--- config.mk ---
export PLATFORM = sky130hd
export DESIGN_NAME = multi_cycle_ctrl
export DESIGN_NICKNAME = d
export VERILOG_FILES = /design/src/rtl/rv_pkg.sv /design/src/rtl/multi_cycle_ctrl.sv
export SDC_FILE = /design/constraint.sdc
export NUM_CORES = 1
export LEC_CHECK = 0
export ABC_AREA = 1
export BUFFER_PORTS_ARGS = -buffer_cell sky130_fd_sc_hd__buf_2
export CAP_MARGIN = 30
export CORE_MARGIN = 2
export CORE_UTILIZATION = 35
export DETAILED_ROUTE_END_ITERATION = 7
export GPL_ROUTABILITY_DRIVEN = 0
export PLACE_DENSITY = 0.65
export SYNTH_ARGS = -nofsm -noshare
export SYNTH_HDL_FRONTEND = slang
export SYNTH_SLANG_ARGS = --single-unit
--- constraint.sdc ---
create_clock -name clk -period 2.35 [get_ports clk]
set_input_delay 0.1175 -clock clk [delete_from_list [all_inputs] [get_ports clk]]
set_output_delay 0.1175 -clock clk [all_outputs]
set_load 0.1 [all_outputs]
--- src/rtl/rv_pkg.sv ---
// rv_pkg: shared RV32I opcode, state and mux-select encodings
// for the multi-cycle core control path.
package rv_pkg;

  localparam logic [6:0] OPC_OP     = 7'b0110011;
  localparam logic [6:0] OPC_OPIMM  = 7'b0010011;
  localparam logic [6:0] OPC_LUI    = 7'b0110111;
  localparam logic [6:0] OPC_AUIPC  = 7'b0010111;
  localparam logic [6:0] OPC_LOAD   = 7'b0000011;
  localparam logic [6:0] OPC_STORE  = 7'b0100011;
  localparam logic [6:0] OPC_BRANCH = 7'b1100011;
  localparam logic [6:0] OPC_JAL    = 7'b1101111;
  localparam logic [6:0] OPC_JALR   = 7'b1100111;

  typedef enum logic [2:0] {
    ST_FETCH = 3'd0,
    ST_DEC   = 3'd1,
    ST_EXE   = 3'd2,
    ST_MEM   = 3'd3,
    ST_WB    = 3'd4,
    ST_TRAP  = 3'd5
  } state_e;

  localparam logic [1:0] PC_PLUS4  = 2'd0;
  localparam logic [1:0] PC_TARGET = 2'd1;
  localparam logic [1:0] PC_JALR   = 2'd2;

  localparam logic [1:0] WB_ALU = 2'd0;
  localparam logic [1:0] WB_MEM = 2'd1;
  localparam logic [1:0] WB_PC4 = 2'd2;

  function automatic logic opc_legal(
    input logic [6:0] op
  );
    logic ok;
    ok = 1'b0;
    unique case (1'b1)
      (op == OPC_OP),
      (op == OPC_OPIMM),
      (op == OPC_LUI),
      (op == OPC_AUIPC),
      (op == OPC_LOAD),
      (op == OPC_STORE),
      (op == OPC_BRANCH),
      (op == OPC_JAL),
      (op == OPC_JALR): ok = 1'b1;
      default:          ok = 1'b0;
    endcase
    return ok;
  endfunction

endpackage

--- src/rtl/multi_cycle_ctrl.sv ---
// multi_cycle_ctrl: FETCH/DECODE/EXECUTE/MEMORY/WRITEBACK sequencer
// for the multi-cycle RV32I core, with retired-instruction counter.
module multi_cycle_ctrl
  import rv_pkg::*;
(
  input  logic        clk,
  input  logic        rst_n,
  input  logic [6:0]  opcode,
  input  logic        branch_taken,
  input  logic        mem_ready,
  output logic        imem_req,
  output logic        ir_load,
  output logic        pc_write,
  output logic [1:0]  pc_src,
  output logic        alu_src_b,
  output logic        dmem_req,
  output logic        dmem_we,
  output logic        reg_write,
  output logic [1:0]  wb_sel,
  output logic [2:0]  state,
  output logic        illegal,
  output logic [31:0] instret
);

  state_e      state_q, state_d;
  logic [6:0]  op_q, op_d;
  logic        illegal_q, illegal_d;
  logic [31:0] instret_q, instret_d;
  logic        retire;

  // State, latched opcode, sticky trap flag and retire counter
  always_ff @(posedge clk) begin
    if (!rst_n) begin
      state_q   <= ST_FETCH;
      op_q      <= 7'd0;
      illegal_q <= 1'b0;
      instret_q <= 32'd0;
    end else begin
      state_q   <= state_d;
      op_q      <= op_d;
      illegal_q <= illegal_d;
      instret_q <= instret_d;
    end
  end

  // Next-state sequencing and retire detection
  always_comb begin
    state_d   = state_q;
    op_d      = op_q;
    illegal_d = illegal_q;
    retire    = 1'b0;
    case (state_q)
      ST_FETCH: begin
        if (mem_ready) state_d = ST_DEC;
      end
      ST_DEC: begin
        op_d = opcode;
        if (opc_legal(opcode)) begin
          state_d = ST_EXE;
        end else begin
          state_d   = ST_TRAP;
          illegal_d = 1'b1;
        end
      end
      ST_EXE: begin
        unique case (1'b1)
          (op_q == OPC_LOAD),
          (op_q == OPC_STORE): state_d = ST_MEM;
          (op_q == OPC_BRANCH): begin
            state_d = ST_FETCH;
            retire  = 1'b1;
          end
          default: state_d = ST_WB;
        endcase
      end
      ST_MEM: begin
        if (mem_ready) begin
          if (op_q == OPC_STORE) begin
            state_d = ST_FETCH;
            retire  = 1'b1;
          end else begin
            state_d = ST_WB;
          end
        end
      end
      ST_WB: begin
        state_d = ST_FETCH;
        retire  = 1'b1;
      end
      ST_TRAP: state_d = ST_TRAP;
      default: state_d = ST_FETCH;
    endcase
    instret_d = instret_q + {31'd0, retire};
  end

  // Strobes and mux selects decoded from state and latched opcode
  always_comb begin
    imem_req  = 1'b0;
    ir_load   = 1'b0;
    pc_write  = 1'b0;
    pc_src    = PC_PLUS4;
    alu_src_b = 1'b0;
    dmem_req  = 1'b0;
    dmem_we   = 1'b0;
    reg_write = 1'b0;
    wb_sel    = WB_ALU;
    case (state_q)
      ST_FETCH: begin
        imem_req = 1'b1;
        ir_load  = mem_ready;
        pc_write = mem_ready;
      end
      ST_EXE: begin
        unique case (1'b1)
          (op_q == OPC_OPIMM),
          (op_q == OPC_LUI),
          (op_q == OPC_AUIPC),
          (op_q == OPC_LOAD),
          (op_q == OPC_STORE): alu_src_b = 1'b1;
          (op_q == OPC_BRANCH): begin
            pc_write = branch_taken;
            pc_src   = PC_TARGET;
          end
          (op_q == OPC_JAL): begin
            pc_write = 1'b1;
            pc_src   = PC_TARGET;
          end
          (op_q == OPC_JALR): begin
            pc_write = 1'b1;
            pc_src   = PC_JALR;
          end
          default: alu_src_b = 1'b0;
        endcase
      end
      ST_MEM: begin
        dmem_req = 1'b1;
        dmem_we  = (op_q == OPC_STORE);
      end
      ST_WB: begin
        reg_write = 1'b1;
        unique case (1'b1)
          (op_q == OPC_LOAD): wb_sel = WB_MEM;
          (op_q == OPC_JAL),
          (op_q == OPC_JALR): wb_sel = WB_PC4;
          default:            wb_sel = WB_ALU;
        endcase
      end
      default: ;
    endcase
  end

  assign state   = state_q;
  assign illegal = illegal_q;
  assign instret = instret_q;

endmodule

==> impl_results.rst <==
.. list-table::
   :header-rows: 1

   * - Metric
     - Value
   * - Status
     - completed
   * - Final Net Count
     - roughly 450
   * - Total nets after synthesis
     - 386
   * - Number of diodes added for antenna fixing
     - 0
   * - Biggest fanout along the worst timing path
     - 4
   * - Fmax
     - 480.7 MHz
   * - I/O pin count
     - 58
   * - Maximum vdd ir drop
     - 0.2886 mV
   * - Logic depth of the worst register-to-register path
     - 15
   * - Hold wc startpoint
     - opcode[0]
   * - Cells after synthesis
     - between 300 and 400
   * - Hold Path End
     - op_q[0]
   * - Worst-margin pin slew
     - about 0.76 ns
   * - Sequential fraction of the synthesis area
     - 0.3587
   * - Clock tree from TritonCTS
     - built
   * - Via total after detailed routing
     - 2492
   * - Starting utilization of the core area
     - 0.3572
   * - Final critical-path share of the clock period
     - 0.8852
   * - Post-DP Area
     - 0.002899 mm^2
   * - Number of buffers added by the clock tree synthesis step
     - 5
   * - Detail Route Antenna Nets
     - 0
   * - Worst Path Required
     - between 2 and 3 ns
   * - Crit Reg-Reg Startpoint
     - op_q[0]
   * - Row count
     - 30
   * - Hold Vio Cnt, Final
     - 0
   * - Fill cell count
     - approximately 700
   * - Hold Crit Depth
     - 3
   * - Residual DRC
     - 0
   * - Overall routed net length
     - 6.324 mm
   * - Endpoint arrival time on the critical path
     - ~2.2 ns
   * - Power per standard cell area
     - 529.7 mW/mm^2
   * - Count of buffers from port buffering
     - 57
   * - Worst clock skew
     - approximately 0.0074 ns
   * - Most area-consuming cells after synthesis
     - sky130_fd_sc_hd__dfxtp_1 (36%), sky130_fd_sc_hd__nand2_1 (16%), sky130_fd_sc_hd__nor2_1 (11%)
   * - Period minus WS final
     - 2.080 ns
   * - Global-route wire length before repair
     - 10.54 mm
   * - Origin of the worst setup path
     - op_q[0]
   * - Full die area
     - 0.007535 mm^2
   * - Clock root buffer
     - sky130_fd_sc_hd__clkbuf_8
   * - Clk slew on worst S/H paths
     - 0.09 ns
   * - Flop2flop setup slack
     - between 0.2 and 0.3 ns
   * - Post-Route Hold Slack
     - 0.07190 ns
   * - Initial antenna violation count
     - 0
   * - Cell type with the highest aggregate area in the netlist
     - sky130_fd_sc_hd__dfxtp_1
   * - Final standard cell utilization of the core
     - 0.4482
   * - Worst min-delay path class
     - in2reg
   * - Mean post-synth cell area
     - 6.434 um^2
   * - Synthesized cell area
     - 0.002400 mm^2
   * - Leak Pwr
     - 1.264 nW
   * - Worst Setup End Kind
     - flip-flop
   * - RSZ-0062 raised after global routing
     - false
   * - Sink count of the clock tree
     - 43
   * - Kind of start point of the critical path
     - flip-flop
   * - # resized after CTS
     - 0
   * - Horizontal die dimension
     - ~87 um
   * - Via-to-Cell Ratio
     - 4.829
   * - First drt pass iteration count
     - 4
   * - Number of H-tree levels
     - 2
   * - Setup Fix Bufs, Post-CTS
     - 0
   * - Total global routing track utilization
     - 0.1745
   * - Flip-flop and latch count after synthesis
     - 43
   * - Area growth, synth to finish
     - 25.50%
   * - Count of hold buffers inserted by post-cts repair
     - 0
   * - Type of the worst setup path
     - reg2reg
   * - Synth cell types
     - 30
   * - Average wire length per cell after detail routing
     - 12.26 um
   * - FF-to-FF End
     - instret[26]
   * - Clock insertion delay at the later pin of the skew report
     - 0.29 ns
   * - Post-route cell area
     - 0.003012 mm^2
   * - Max-cap violation count
     - 0
   * - Die Y
     - 86.81 um
   * - Worst relative slew slack
     - 0.4907
   * - Pin count of the biggest net entering global routing
     - 22
   * - Vias in the first global route
     - 2368
   * - Final setup violation count
     - 0
   * - Share of final-layout standard cells stronger than drive strength 1
     - 0.2615
   * - Total gr overflow
     - 0
   * - Count of final max-slew check failures
     - 0
   * - Share of Yosys cell area claimed by the top area cell type
     - 0.3587
   * - Post-route non-filler standard cell count
     - roughly 520
   * - Initial detailed-routing violation count
     - ~140
   * - Core Region
     - 0.006719 mm^2
   * - Total number of yosys warnings
     - 0
   * - Worst-case clock buffer depth
     - 2
   * - HPWL after detailed placement
     - 5.000 mm
   * - Number of placed instances, taps included
     - 508
worst max-delay path, cell delays in order (launching register included):
cell                       delay, ns
sky130_fd_sc_hd__dfxtp_1        0.33
sky130_fd_sc_hd__nand2_1        0.07
sky130_fd_sc_hd__inv_1          0.10
sky130_fd_sc_hd__nand2_1        0.08
sky130_fd_sc_hd__nor2_1         0.18
sky130_fd_sc_hd__nand2_1        0.07
sky130_fd_sc_hd__nand3_1        0.11
sky130_fd_sc_hd__ha_2           0.22
sky130_fd_sc_hd__ha_4           0.15
sky130_fd_sc_hd__nand3_4        0.11
sky130_fd_sc_hd__clkinv_2       0.10
sky130_fd_sc_hd__nand2_2        0.09
sky130_fd_sc_hd__nor2_4         0.13
sky130_fd_sc_hd__nand2_1        0.07
sky130_fd_sc_hd__nand2_1        0.06
sky130_fd_sc_hd__a21oi_1        0.05
placed cells by master (no fill, tap or decap), types with 7 or more instances in the layout:
cell	count
sky130_fd_sc_hd__dfxtp_1	40
sky130_fd_sc_hd__buf_2	57
sky130_fd_sc_hd__nor2_1	64
sky130_fd_sc_hd__inv_1	32
sky130_fd_sc_hd__nor2_2	7
sky130_fd_sc_hd__nand3b_1	11
sky130_fd_sc_hd__nand2_1	104
sky130_fd_sc_hd__nand3_1	12
sky130_fd_sc_hd__o21ai_0	13
sky130_fd_sc_hd__a21oi_1	29
worst max-delay path by stage:
| stage | end | slack, ns | cells past startpoint |
|---|---|---|---|
| after floorplan | instret[22] | -0.54 | 13 |
| final | instret[26] | 0.27 | 15 |
| after global placement | instret[30] | 0.33 | 15 |
| after detailed placement | instret[26] | 0.28 | 15 |
| after CTS | instret[26] | 0.27 | 15 |
| after global routing | instret[30] | 0.005 | 15 |
report_power, final:
group	total (mW)	internal (mW)	switching, mW	leakage, nW
Sequential	0.774	0.750	0.0241	0.350
Combinational	0.258	0.0540	0.204	0.854
Clock	0.563	0.302	0.262	0.0594
routing by layer:
metal / global-route usage / vias to the layer above / share of wire
li1: - / 1304 / -
met1: 0.2255 / 1122 / 0.47
met2: 0.2908 / 58 / 0.47
met3: 0.03905 / 8 / 0.044
met4: 0.04972 / 0 / 0.012
met5: 0 / - / 0
cells in the mapped netlist:
| library cell | instances |
|---|---|
| sky130_fd_sc_hd__nor3_1 | 4 |
| sky130_fd_sc_hd__ha_1 | 2 |
| sky130_fd_sc_hd__nor2_2 | 4 |
| sky130_fd_sc_hd__xnor2_1 | 3 |
| sky130_fd_sc_hd__nor4_1 | 1 |
| sky130_fd_sc_hd__nand4_1 | 2 |
| sky130_fd_sc_hd__o21a_1 | 3 |
| sky130_fd_sc_hd__a21oi_1 | 30 |
| sky130_fd_sc_hd__inv_2 | 5 |
| sky130_fd_sc_hd__nand3_1 | 12 |
| sky130_fd_sc_hd__nand2_1 | 105 |
| sky130_fd_sc_hd__nand3b_1 | 11 |
| sky130_fd_sc_hd__dfxtp_1 | 43 |
| sky130_fd_sc_hd__a31oi_1 | 1 |
| sky130_fd_sc_hd__nand3_2 | 3 |
| sky130_fd_sc_hd__nor2_4 | 5 |
| sky130_fd_sc_hd__clkbuf_1 | 3 |
| sky130_fd_sc_hd__o21ai_0 | 15 |
| sky130_fd_sc_hd__o31ai_1 | 1 |
| sky130_fd_sc_hd__nor3_2 | 1 |
| sky130_fd_sc_hd__buf_2 | 1 |
| sky130_fd_sc_hd__o21ai_1 | 2 |
| sky130_fd_sc_hd__nand2_2 | 6 |
| sky130_fd_sc_hd__nor2_1 | 68 |
| sky130_fd_sc_hd__inv_1 | 36 |
| sky130_fd_sc_hd__a211oi_1 | 1 |
| sky130_fd_sc_hd__clkinv_2 | 1 |
| sky130_fd_sc_hd__nor2_8 | 1 |
| sky130_fd_sc_hd__xor2_1 | 2 |
| sky130_fd_sc_hd__or2_2 | 1 |
stage by stage:
stage / power [mW] / setup TNS (ns) / worst slack (ns)
final: 1.595 / 0 / 0.2697
after global routing: 1.656 / 0 / 0.004692
after CTS: 1.616 / 0 / 0.2679
after detailed placement: 1.051 / 0 / 0.2775
after global placement: 1.047 / 0 / 0.3294
after floorplan: 0.9982 / -11.46 / -0.5447
area by class of cell:
| type | count | area [um^2] | area share |
|---|---|---|---|
| Clock inverter | 1 | 5.005 | 0.001662 |
| Inverter | 42 | 166.4 | 0.05526 |
| Timing Repair Buffer | 59 | 300.3 | 0.09971 |
| Clock buffer | 7 | 107.6 | 0.03573 |
| Multi-Input combinational cell | 284 | 1460 | 0.4848 |
| Tap cell | 80 | 100.1 | 0.03324 |
| Sequential cell | 43 | 872.1 | 0.2896 |
sequential cells by signal, indices dropped and copies added (netlist names):
name     flops
illegal      1
state        3
op_q         7
instret     32
cells by family (layout without fill, tap and decap cells):
logic type,Yosys count,after routing,synth area share
xor+xnor,5,5,0.01825
buf+inv,46,109,0.07299
fa+ha+maj,2,2,0.01043
flops,43,43,0.3587
compound gates,53,53,0.1163
simple gates,224,224,0.4234
Power figures use the tool's default switching activity.
